## config.mk

```make
export PLATFORM = sky130hd
export DESIGN_NAME = fetch_sequencer
export DESIGN_NICKNAME = d
export VERILOG_FILES = /design/src/rtl/rv_ctrl_pkg.sv /design/src/rtl/next_pc_unit.sv /design/src/rtl/fetch_sequencer.sv
export SDC_FILE = /design/constraint.sdc
export NUM_CORES = 1
export LEC_CHECK = 0
export CAP_MARGIN = 40
export CORE_MARGIN = 8
export CORE_UTILIZATION = 43
export CTS_CLUSTER_SIZE = 12
export DETAILED_ROUTE_END_ITERATION = 10
export PLACE_DENSITY = 0.81
export SETUP_SLACK_MARGIN = 0.5
export SYNTH_ARGS = -nofsm -noshare
export SYNTH_HDL_FRONTEND = slang
export SYNTH_SLANG_ARGS = --single-unit
```

## constraint.sdc

```tcl
create_clock -name clk -period 1.95 [get_ports clk]
set_input_delay 0.195 -clock clk [delete_from_list [all_inputs] [get_ports clk]]
set_output_delay 0.195 -clock clk [all_outputs]
set_load 0.02 [all_outputs]
```

## src/rtl/rv_ctrl_pkg.sv

```systemverilog
// Shared types for the multi-cycle fetch/execute sequencer.
// MISALIGN_TRAP_EN adds the TRAP state to the sequencer state set.
package rv_ctrl_pkg;

  typedef enum logic [2:0] {
    FETCH     = 3'd0,
    DECODE    = 3'd1,
    EXECUTE   = 3'd2,
    MEM       = 3'd3,
    WRITEBACK = 3'd4
`ifdef MISALIGN_TRAP_EN
    , TRAP    = 3'd5
`endif
  } seq_state_t;

  // 2'b11 has no enumerator and falls back to the sequential step.
  typedef enum logic [1:0] {
    PC_SEQ  = 2'b00,
    PC_BR   = 2'b01,
    PC_JALR = 2'b10
  } pc_sel_t;

  localparam int unsigned PC_STEP = 4;

endpackage

```

## src/rtl/next_pc_unit.sv

```systemverilog
// Combinational next-PC select: sequential step, branch target or jalr target.
// Without MISALIGN_TRAP_EN the result is forced word aligned; with it, raw bits pass through.
module next_pc_unit
  import rv_ctrl_pkg::*;
#(
  parameter int XLEN = 32
) (
  input  logic [XLEN-1:0] pc,
  input  pc_sel_t         pc_sel,
  input  logic [XLEN-1:0] branch_target,
  output logic [XLEN-1:0] next_pc
);

  logic [XLEN-1:0] raw;

  always_comb begin
    case (pc_sel)
      PC_BR:   raw = branch_target;
      PC_JALR: raw = branch_target & ~XLEN'(1);
      default: raw = pc + XLEN'(PC_STEP);
    endcase
`ifdef MISALIGN_TRAP_EN
    next_pc = raw;
`else
    next_pc = raw & ~XLEN'(3);
`endif
  end

endmodule

```

## src/rtl/fetch_sequencer.sv

```systemverilog
// Multi-cycle instruction sequencer: owns PC/IR and the imem/dmem request handshakes.
// MISALIGN_TRAP_EN enables the sticky misaligned-target TRAP state.
//
// state     | meaning
// FETCH     | request instruction at pc, wait for imem_ack
// DECODE    | capture decoder flags and pc_sel
// EXECUTE   | capture next_pc, choose MEM or WRITEBACK
// MEM       | request data access, wait for dmem_ack
// WRITEBACK | rf_we/instr_done pulse, commit next_pc
// TRAP      | misaligned target, halted until reset
module fetch_sequencer
  import rv_ctrl_pkg::*;
#(
  parameter int              XLEN     = 32,
  parameter logic [XLEN-1:0] RESET_PC = '0
) (
  input  logic            clk,
  input  logic            rst,
  output logic            imem_req,
  output logic [XLEN-1:0] imem_addr,
  input  logic            imem_ack,
  input  logic [31:0]     imem_rdata,
  output logic [31:0]     ir,
  input  logic            dec_mem_op,
  input  logic            dec_wb,
  input  logic [1:0]      pc_sel,
  input  logic [XLEN-1:0] branch_target,
  output logic            dmem_req,
  input  logic            dmem_ack,
  output logic            rf_we,
  output logic [XLEN-1:0] pc,
  output logic [XLEN-1:0] pc_plus4,
  output logic            instr_done,
  output logic            trap
);

  seq_state_t      state_q, state_d;
  logic [XLEN-1:0] pc_q, pc_d, next_pc_q, next_pc_d, next_pc_c;
  logic [31:0]     ir_q, ir_d;
  logic            imem_req_q, imem_req_d, dmem_req_q, dmem_req_d;
  logic            rf_we_q, rf_we_d, instr_done_q, instr_done_d;
  logic            mem_op_q, mem_op_d, wb_q, wb_d;
  pc_sel_t         pc_sel_q, pc_sel_d;
`ifdef MISALIGN_TRAP_EN
  logic            trap_q, trap_d;
`endif

  next_pc_unit #(.XLEN(XLEN)) u_next_pc (
    .pc            (pc_q),
    .pc_sel        (pc_sel_q),
    .branch_target (branch_target),
    .next_pc       (next_pc_c)
  );

  always_comb begin
    state_d      = state_q;
    pc_d         = pc_q;
    ir_d         = ir_q;
    next_pc_d    = next_pc_q;
    mem_op_d     = mem_op_q;
    wb_d         = wb_q;
    pc_sel_d     = pc_sel_q;
    imem_req_d   = 1'b0;
    dmem_req_d   = 1'b0;
    rf_we_d      = 1'b0;
    instr_done_d = 1'b0;
`ifdef MISALIGN_TRAP_EN
    trap_d       = trap_q;
`endif
    case (state_q)
      // Acks only count while our own registered request is high.
      FETCH: begin
        if (imem_req_q && imem_ack) begin
          ir_d    = imem_rdata;
          state_d = DECODE;
        end else begin
          imem_req_d = 1'b1;
        end
      end
      DECODE: begin
        mem_op_d = dec_mem_op;
        wb_d     = dec_wb;
        pc_sel_d = pc_sel_t'(pc_sel);
        state_d  = EXECUTE;
      end
      EXECUTE: begin
        next_pc_d = next_pc_c;
`ifdef MISALIGN_TRAP_EN
        if (next_pc_c[1:0] != 2'b00) begin
          state_d = TRAP;
          trap_d  = 1'b1;
        end else
`endif
        if (mem_op_q) begin
          state_d = MEM;
        end else begin
          state_d      = WRITEBACK;
          rf_we_d      = wb_q;
          instr_done_d = 1'b1;
        end
      end
      MEM: begin
        if (dmem_req_q && dmem_ack) begin
          state_d      = WRITEBACK;
          rf_we_d      = wb_q;
          instr_done_d = 1'b1;
        end else begin
          dmem_req_d = 1'b1;
        end
      end
      WRITEBACK: begin
        pc_d    = next_pc_q;
        state_d = FETCH;
      end
`ifdef MISALIGN_TRAP_EN
      TRAP: state_d = TRAP;
`endif
      default: state_d = FETCH;
    endcase
  end

  always_ff @(posedge clk) begin
    if (rst) begin
      state_q      <= FETCH;
      pc_q         <= RESET_PC;
      ir_q         <= '0;
      next_pc_q    <= RESET_PC;
      mem_op_q     <= 1'b0;
      wb_q         <= 1'b0;
      pc_sel_q     <= PC_SEQ;
      imem_req_q   <= 1'b0;
      dmem_req_q   <= 1'b0;
      rf_we_q      <= 1'b0;
      instr_done_q <= 1'b0;
`ifdef MISALIGN_TRAP_EN
      trap_q       <= 1'b0;
`endif
    end else begin
      state_q      <= state_d;
      pc_q         <= pc_d;
      ir_q         <= ir_d;
      next_pc_q    <= next_pc_d;
      mem_op_q     <= mem_op_d;
      wb_q         <= wb_d;
      pc_sel_q     <= pc_sel_d;
      imem_req_q   <= imem_req_d;
      dmem_req_q   <= dmem_req_d;
      rf_we_q      <= rf_we_d;
      instr_done_q <= instr_done_d;
`ifdef MISALIGN_TRAP_EN
      trap_q       <= trap_d;
`endif
    end
  end

  assign imem_req   = imem_req_q;
  assign imem_addr  = pc_q;
  assign ir         = ir_q;
  assign dmem_req   = dmem_req_q;
  assign rf_we      = rf_we_q;
  assign pc         = pc_q;
  assign pc_plus4   = pc_q + XLEN'(PC_STEP);
  assign instr_done = instr_done_q;
`ifdef MISALIGN_TRAP_EN
  assign trap       = trap_q;
`else
  assign trap       = 1'b0;
`endif

endmodule

```

Word-level counts from Yosys, hierarchy flattened:

Cells that the tools add are included.

* register bits: 103
* output and inout bits: 133
* input bits: 72
* logic and storage cells: 42

* reduce and logical (&&, ||, !) cells: 7
* bitwise gates (word level): 2
* equal/unequal tests: 8
* add/sub/neg operators: 1
* mux-type cells: 13

Operators with widths (count)
* 32-bit one-hot mux with 2 select lines: 1
* 32-bit by 3-bit adder with 32-bit output, second input constant: 1
* 3-bit one-hot mux with 4 select lines: 1
* 3-bit 2-to-1 mux: 3
* 3-bit by 2-bit == test with 1-bit output, second input constant: 2
* 1-bit 2-to-1 mux: 6
* 2-bit inequality test, second input constant: 2
* 1-bit one-hot mux with 2 select lines: 2
* 2-bit AND reduction: 2
* 2-bit OR reduction: 2
* 3-bit by 1-bit == test with 1-bit output, second input constant: 1
* 3-bit == test, second input constant: 1
* 3-bit zero test: 1
* 2-bit by 1-bit == test with 1-bit output, second input constant: 1
* 2-bit == test, second input constant: 1
* 1-bit logical AND: 2
* 1-bit NOT: 2

Logic depth before layout (Yosys ltp):

Gate-level depths: netlist of run 1.

* depth after elaboration: 3
* mapped depth: 7

By module:

Synthesis of run 1 repeated with hierarchy kept, for this count alone.

* cells, all modules: 761
* area, all modules: 5676.7 um2

Modules (own cells, without submodules)
* fetch_sequencer: instances 1, area an instance 4628.2 um2, cells an instance 589
* next_pc_unit: instances 1, area an instance 1048.5 um2, cells an instance 172

Least setup slack after synthesis of run 1:

Ideal clock, no wire load.

* kind: register to register
* start point: reg pc_q[2], in the netlist imem_addr[2]
* end point: reg next_pc_q[16]
* clock period less this slack: 2.139 ns
* library setup time: 0.078 ns
* setup slack: -0.189 ns
* path buffers: 0
* stages on the path, launching flop included: 7
* data arrival time: 2.061 ns
* path through: dfxtp_1 ha_1 nand3_1 nor4_1 xor2_1 a221oi_1 nor3_1

* word-level cells in the longest chain between the ends: 2

RTL lines
* from (decl): line fetch_sequencer.sv:38 `logic [XLEN-1:0] pc_q, pc_d, next_pc_q, next_pc_d, next_pc_c;`
* from (signal assigned): line fetch_sequencer.sv:140 `pc_q <= pc_d;`
* 32-bit by 3-bit adder with 32-bit output
* net pc_plus4[16]: line fetch_sequencer.sv:32 `output logic [XLEN-1:0] pc_plus4,`
* 32-bit one-hot mux with 2 select lines: line next_pc_unit.sv:17 `case (pc_sel)`
* to (signal assigned): line fetch_sequencer.sv:142 `next_pc_q <= next_pc_d;`
* to (decl): line fetch_sequencer.sv:38

The timed path passes the listed nets, and every way through them passes these cells.
A chain may end at the register's enable or synchronous reset.

Worst setup path in the final report of run 1:

* start point: reg pc_q[2], in the netlist imem_addr[2]
* end point: out pc_plus4[30]

* word-level cells in the longest chain between the ends: 1

RTL lines
* 32-bit by 3-bit adder with 32-bit output: line fetch_sequencer.sv:162 `assign pc_plus4 = pc_q + XLEN'(PC_STEP);`
* to (decl): line fetch_sequencer.sv:32

No other way between the ends.

==> results of run 1 <==
## power breakdown
| part | internal [mW] | switching (mW) | total, mW |
|---|---|---|---|
| Sequential | 2.13 | 0.0328 | 2.16 |
| Combinational | 0.281 | 0.343 | 0.624 |
| Clock | 0.654 | 0.826 | 1.48 |
| Total | 3.07 | 1.20 | 4.27 |
## placed cells by master, fill, tap and decap left out, drive strengths merged, types with 13 or more instances in the layout
cell / synthesis / routed
buf: 42 / 205
nand2: 134 / 134
dfxtp: 103 / 103
clkdlybuf4s50: 0 / 68
a21oi: 67 / 67
dlygate4sd2: 0 / 48
nor2: 42 / 43
clkbuf: 36 / 27
clkdlybuf4s15: 0 / 22
nor3: 22 / 22
a221oi: 17 / 17
inv: 12 / 14
xnor2: 14 / 14
xor2: 13 / 13
nand3: 13 / 13
## path summary, 6_finish.rpt
| check | startpoint | endpoint | slack, ps |
|---|---|---|---|
| worst min register to register | ir[27] | ir[27] | 460 |
| worst min-delay path | rst | ir[15] | 230 |
| worst max-delay path | imem_addr[2] | pc_plus4[30] | -320 |
| worst max register to register | imem_addr[8] | next_pc_q[18] | -200 |
## sequential cells by signal (all words and copies together), names as in the netlist
signal	count
rf_we	1
imem_req	1
ir	32
state_q	3
mem_op_q	1
wb_q	1
next_pc_q	30
imem_addr	30
dmem_req	1
pc_sel_q	2
instr_done	1
## area by class of cell
cell class | count | area (um2) | area share, %
repair buffers | 358 | 3530 | 37.5
clock buffers | 12 | 188 | 2.00
multi-input cells | 417 | 3300 | 35.1
inverters | 12 | 47.5 | 0.506
clock inverters | 3 | 20.0 | 0.213
well taps | 140 | 175 | 1.86
flip-flops and latches | 103 | 2140 | 22.8
## cell families after synthesis
kind of cell | synth area share [%]
DFF | 43.1
AOI/OAI and AO/OA | 16.5
other | 0.0784
xor gates and xnor gates | 5.10
adders and majority gates | 0.784
and+or+nand+nor | 23.9
buffers and inverters | 10.1
muxes | 0.418
## what timing repair did
item	4_1_cts	5_1_grt
setup endpoints to repair	186	164
hold buffers	0	0
cloned	4	1
resized for setup	427	120
endpoints found under the hold margin	0	0
setup buffers	49	28
pin swaps	55	55
## layer usage
metal | vias to the layer above | wire, um
met3 | 132 | 2330
met5 | - | 0
met1 | 2996 | 9050
met2 | 467 | 12800
met4 | 0 | 1470
li1 | 2618 | -
## per-stage QoR
| stage | total power, mW | hold WS, ps | setup WS, ps |
|---|---|---|---|
| 3_5_place_dp | 2.73 | 439 | -336 |
| 6_report | 4.27 | 227 | -321 |
| 3_3_place_gp | 2.72 | 436 | -302 |
| 5_1_grt | 4.36 | 226 | -388 |
| 2_1_floorplan | 2.46 | 331 | 173 |
| 4_1_cts | 4.13 | 214 | -253 |
## synth_stat cells, drive strengths merged (5+ instances only)
library cell	n	share of area, %
xnor2	14	2.7
a221oi	17	3.1
xor2	13	2.4
a31oi	8	1.0
nand3	13	1.4
a21boi	7	1.1
nand2	134	11
nand4	11	1.6
inv	12	0.94
nor2	42	3.3
and4	7	1.4
dfxtp	103	43
buf	42	6.3
clkbuf	36	2.8
a21oi	67	7.0
a22oi	5	0.78
and3	5	0.65
nor3	22	2.4
nor4	9	1.2
o21a	5	0.78
o2bb2ai	11	2.0
==> impl_metrics.json, run 1 <==
{
  "clock_sinks": 103,
  "ys_ff_latch": 103,
  "yosysUniqueCellTypes": 39,
  "criticalPathCategory": "register to output port",
  "drcViolationCount": 0,
  "synthToLayoutAreaGrowth_pct": 96.3,
  "cp_num_buf_inv": 2,
  "start_util_pct": 44.1,
  "track_usage_pct": 27.9,
  "grt_pass1_wl_um": 32500,
  "wl_um": 25700,
  "place.gp.congestion": 0.862,
  "nets": 976,
  "syn_inst": 603,
  "port_buffers": 195,
  "dr_total_vias": 6213,
  "grt_start_max_net_pins": 55,
  "htreeDepth": 3,
  "finalInstanceArea_mm2": 0.00940,
  "crit_path_start_kind": "register",
  "grt_pass1_vias": 5768,
  "antennaDiodeCount": 0,
  "postRouteAntennaNets": 0,
  "cp_slowest_cell": "dfxtp_4",
  "async_reset_ff_share_pct": 0,
  "cp_num_cells": 7,
  "fin_worst_skew_ps": 11.6,
  "io_pins": 205,
  "synth_edf_count": 0,
  "grtUsageMet1_pct": 31.6,
  "wl_per_cell_um": 24.6,
  "cap_violations": 0,
  "p_leak_nw": 4.13,
  "r2r_cells": 10,
  "crit_path_max_incr_delay_ps": 380,
  "syn_area_mm2": 0.00479,
  "yosysWarnings": 0,
  "ys.flop_type": "dfxtp_1",
  "dieWidth_um": 122,
  "numCtsBuffers": 9,
  "avgSynthCellArea_um2": 7.94,
  "fmaxAchievable_ghz": 0.440,
  "clockRootBuffer": "clkbuf_8",
  "drt_iter0_markers": 712,
  "setup_slack_ps": -321,
  "hold_path_depth": 2,
  "ys_seq_area_share_pct": 43.1,
  "clk_pin_slew_ps": 110,
  "status": "finished with violations",
  "p_per_area_mw_per_mm2": 454,
  "cp.required_ps": 1750,
  "violations": "setup timing",
  "grt.busiest_layer": "met2",
  "detailedRoute.firstPassIterationCount": 6,
  "final_hold_viol_count": 0,
  "fin_cells": 1045,
  "finalSetupViolations": 35,
  "placed_cell_area_mm2": 0.00777,
  "hpwl_um": 12900,
  "gr-usage-met2_pct": 49.8,
  "clkLatencyLatePin_ps": 390,
  "worstSetupEndpointType": "output port",
  "cp_top_family": "simple AND/OR/NAND/NOR gates",
  "slew_violations": 0,
  "grt_setup_unrepaired": "yes",
  "antenna_found_initial": 0,
  "cts_tree": "built",
  "path_cells": "ha_4 -> and3_4 -> nand4_1 -> buf_4 -> nor4_4 -> xor2_2 -> buf_6",
  "fillers": 481,
  "ir_drop_mv": 0.595,
  "die-area_mm2": 0.0148,
  "viasPerCell": 5.95,
  "drive_above_1_share_pct": 42.1,
  "postLayoutCoreUtil_pct": 86.7,
  "core_mm2": 0.0108,
  "rows": 38,
  "grtUsageMet3_pct": 6.05,
  "dp_cells": 948,
  "clock_path_buffers": 2,
  "worstPathArrival_ps": 2080,
  "cp_max_fo": 3,
  "min_period_over_period_pct": 116,
  "die_h_um": 122,
  "setup_tns_ps": -6420,
  "period_minus_slack_ps": 2270,
  "grt_overflow": 0,
  "hold_path_class": "input pin to register"
}
No activity file was read; power rests on OpenSTA's default activity.
==> run 2: changes to the inputs <==
--- a/config.mk
+++ b/config.mk
@@ -6,7 +6,6 @@
 export NUM_CORES = 1
 export LEC_CHECK = 0
 export CAP_MARGIN = 40
-export CORE_MARGIN = 8
 export CORE_UTILIZATION = 43
 export CTS_CLUSTER_SIZE = 12
 export DETAILED_ROUTE_END_ITERATION = 10
==> impl_metrics.json, run 2 (synthesis results as in run 1) <==
{
  "status": "finished with violations",
  "violations": "DRC, setup timing",
  "min_from": "rst",
  "track_usage_pct": 32.9,
  "final_common_cell": "nand2_1",
  "path_cells": "and4_4 -> buf_6 -> nand4_1 -> buf_6 -> buf_6 -> buf_6 -> xnor2_4 -> buf_6",
  "r2r_cells": 10,
  "start_util_pct": 44.1,
  "ir_drop_mv": 0.353,
  "power_mw": 4.22,
  "drcViolationCount": 2,
  "dr_total_vias": 6200,
  "antenna_found_initial": 1,
  "fin_worst_skew_ps": 15.4,
  "crit_path_max_incr_delay_ps": 390,
  "hold_end": "state_q[0]",
  "pwr-share-comb_pct": 14.7,
  "viasPerCell": 5.88,
  "grt_start_max_net_pins": 47,
  "dieWidth_um": 108,
  "dp_cells": 948,
  "grt_setup_unrepaired": "yes",
  "core_mm2": 0.0108,
  "p_leak_nw": 4.17,
  "r2r_start": "imem_addr[2]",
  "slew-limit-headroom_pct": 62.9,
  "die_h_um": 108,
  "fmaxAchievable_ghz": 0.425,
  "clkLatencyLatePin_ps": 400,
  "final_hold_viol_count": 0,
  "p_clk_share_pct": 34.1,
  "port_buffers": 195,
  "finalSetupViolations": 33,
  "crit_path_start_kind": "register",
  "grt_overflow": 0,
  "grt_pass1_wl_um": 29100,
  "synthToLayoutAreaGrowth_pct": 95.0,
  "rrSetupSlack_ps": -210,
  "htreeDepth": 3,
  "grt_pass1_vias": 5640,
  "seqPwrFrac_pct": 51.2,
  "postRouteAntennaNets": 0,
  "cts_tree": "built",
  "wl_um": 23700,
  "cp_num_cells": 8,
  "largest_reg_flops": 32,
  "cp_num_buf_inv": 5,
  "period_minus_slack_ps": 2350,
  "drive_above_1_share_pct": 42.6,
  "die-area_mm2": 0.0116,
  "criticalPathCategory": "register to output port",
  "r2r-end": "next_pc_q[17]",
  "swShare_pct": 28.1,
  "worstSetupEndpointType": "output port",
  "crit_top_cell": "buf_6",
  "wl_per_cell_um": 22.5,
  "detailedRoute.firstPassIterationCount": 10,
  "setup_slack_ps": -401,
  "cp.required_ps": 1750,
  "clk_pin_slew_ps": 110,
  "cp_slowest_cell": "dfxtp_4",
  "p_per_area_mw_per_mm2": 453,
  "fillers": 514,
  "worstPathArrival_ps": 2160,
  "postLayoutCoreUtil_pct": 86.1,
  "fin_cells": 1054,
  "place.gp.congestion": 0.890,
  "io_pins": 205,
  "nets": 983,
  "cp_max_fo": 4,
  "clock_sinks": 103,
  "min_period_over_period_pct": 121,
  "hpwl_um": 11300,
  "worst_pin_slew_ps": 556,
  "numCtsBuffers": 9,
  "final_cell_mix": "nand2_1, buf_6, buf_4, dfxtp_1, clkdlybuf4s50_1",
  "hold_path_class": "input pin to register",
  "slew_violations": 0,
  "p_int_mw": 3.04,
  "clock_path_buffers": 2,
  "cap_violations": 0,
  "clockRootBuffer": "clkbuf_8",
  "hold_path_depth": 3,
  "drt_iter0_markers": 671,
  "cp_top_family": "buffers and inverters",
  "cts_hold_buffers": 0,
  "rows": 38,
  "power.net_switching_mw": 1.19
}
==> run 2: layout make-up <==
type                    count  area [um2]  share of cell area (%)
diodes                      1        2.50                  0.0268
clock buffers              13         180                    1.93
clock inverters             3        22.5                   0.241
inverters                  12        50.0                   0.536
multi-input cells         417        3230                    34.6
flip-flops and latches    103        2140                    23.0
well taps                 140         175                    1.88
repair buffers            365        3530                    37.8
==> run 2: worst max path at each step <==
| stage | from | end | slack, ps |
|---|---|---|---|
| finish | imem_addr[12] | pc_plus4[15] | -400 |
| global route | imem_addr[2] | pc_plus4[30] | -430 |
| detailed placement | imem_addr[3] | pc_plus4[30] | -380 |
| floorplan | imem_addr[3] | next_pc_q[30] | 170 |
| CTS | imem_addr[2] | pc_plus4[28] | -270 |
| global placement | imem_addr[3] | pc_plus4[30] | -340 |
==> run 2: tightest hold or removal path, stage by stage <==
cell and delay [ps]:
buf_2 170, nor2_1 100, and2_1 140
==> run 2: metal layers <==
metal	track usage [%]	vias up	part of all wire, %
met5	0	-	0
met1	38.3	2983	35
met2	56.7	446	49
met4	19.5	0	7.1
met3	5.21	138	9.0
li1	-	2633	-
==> run 2: timing repair <==
item	CTS	global route
setup buffers	46	39
pin swaps	66	59
resized for setup	413	135
gates cloned	3	1
setup endpoints to repair	186	145
==> run 2: through the flow <==
| stage | cell area, um2 | setup TNS, ps | worst slack [ps] | hold slack, ps |
|---|---|---|---|---|
| final | 9330 | -7790 | -401 | 261 |
| after global routing | 9330 | -9050 | -433 | 262 |
| after CTS | 8730 | -3230 | -267 | 248 |
| after detailed placement | 7760 | -4500 | -376 | 441 |
| after global placement | 7760 | -3870 | -337 | 435 |
| after floorplan | 5480 | 0 | 173 | 331 |
==> run 2: power by group through the flow <==
stage	clock, mW	combinational [mW]	sequential (mW)
2_1_floorplan	0	0.213	2.25
3_3_place_gp	0	0.508	2.20
3_5_place_dp	0	0.516	2.21
4_1_cts	1.39	0.563	2.16
5_1_grt	1.51	0.649	2.17
6_report	1.44	0.620	2.16
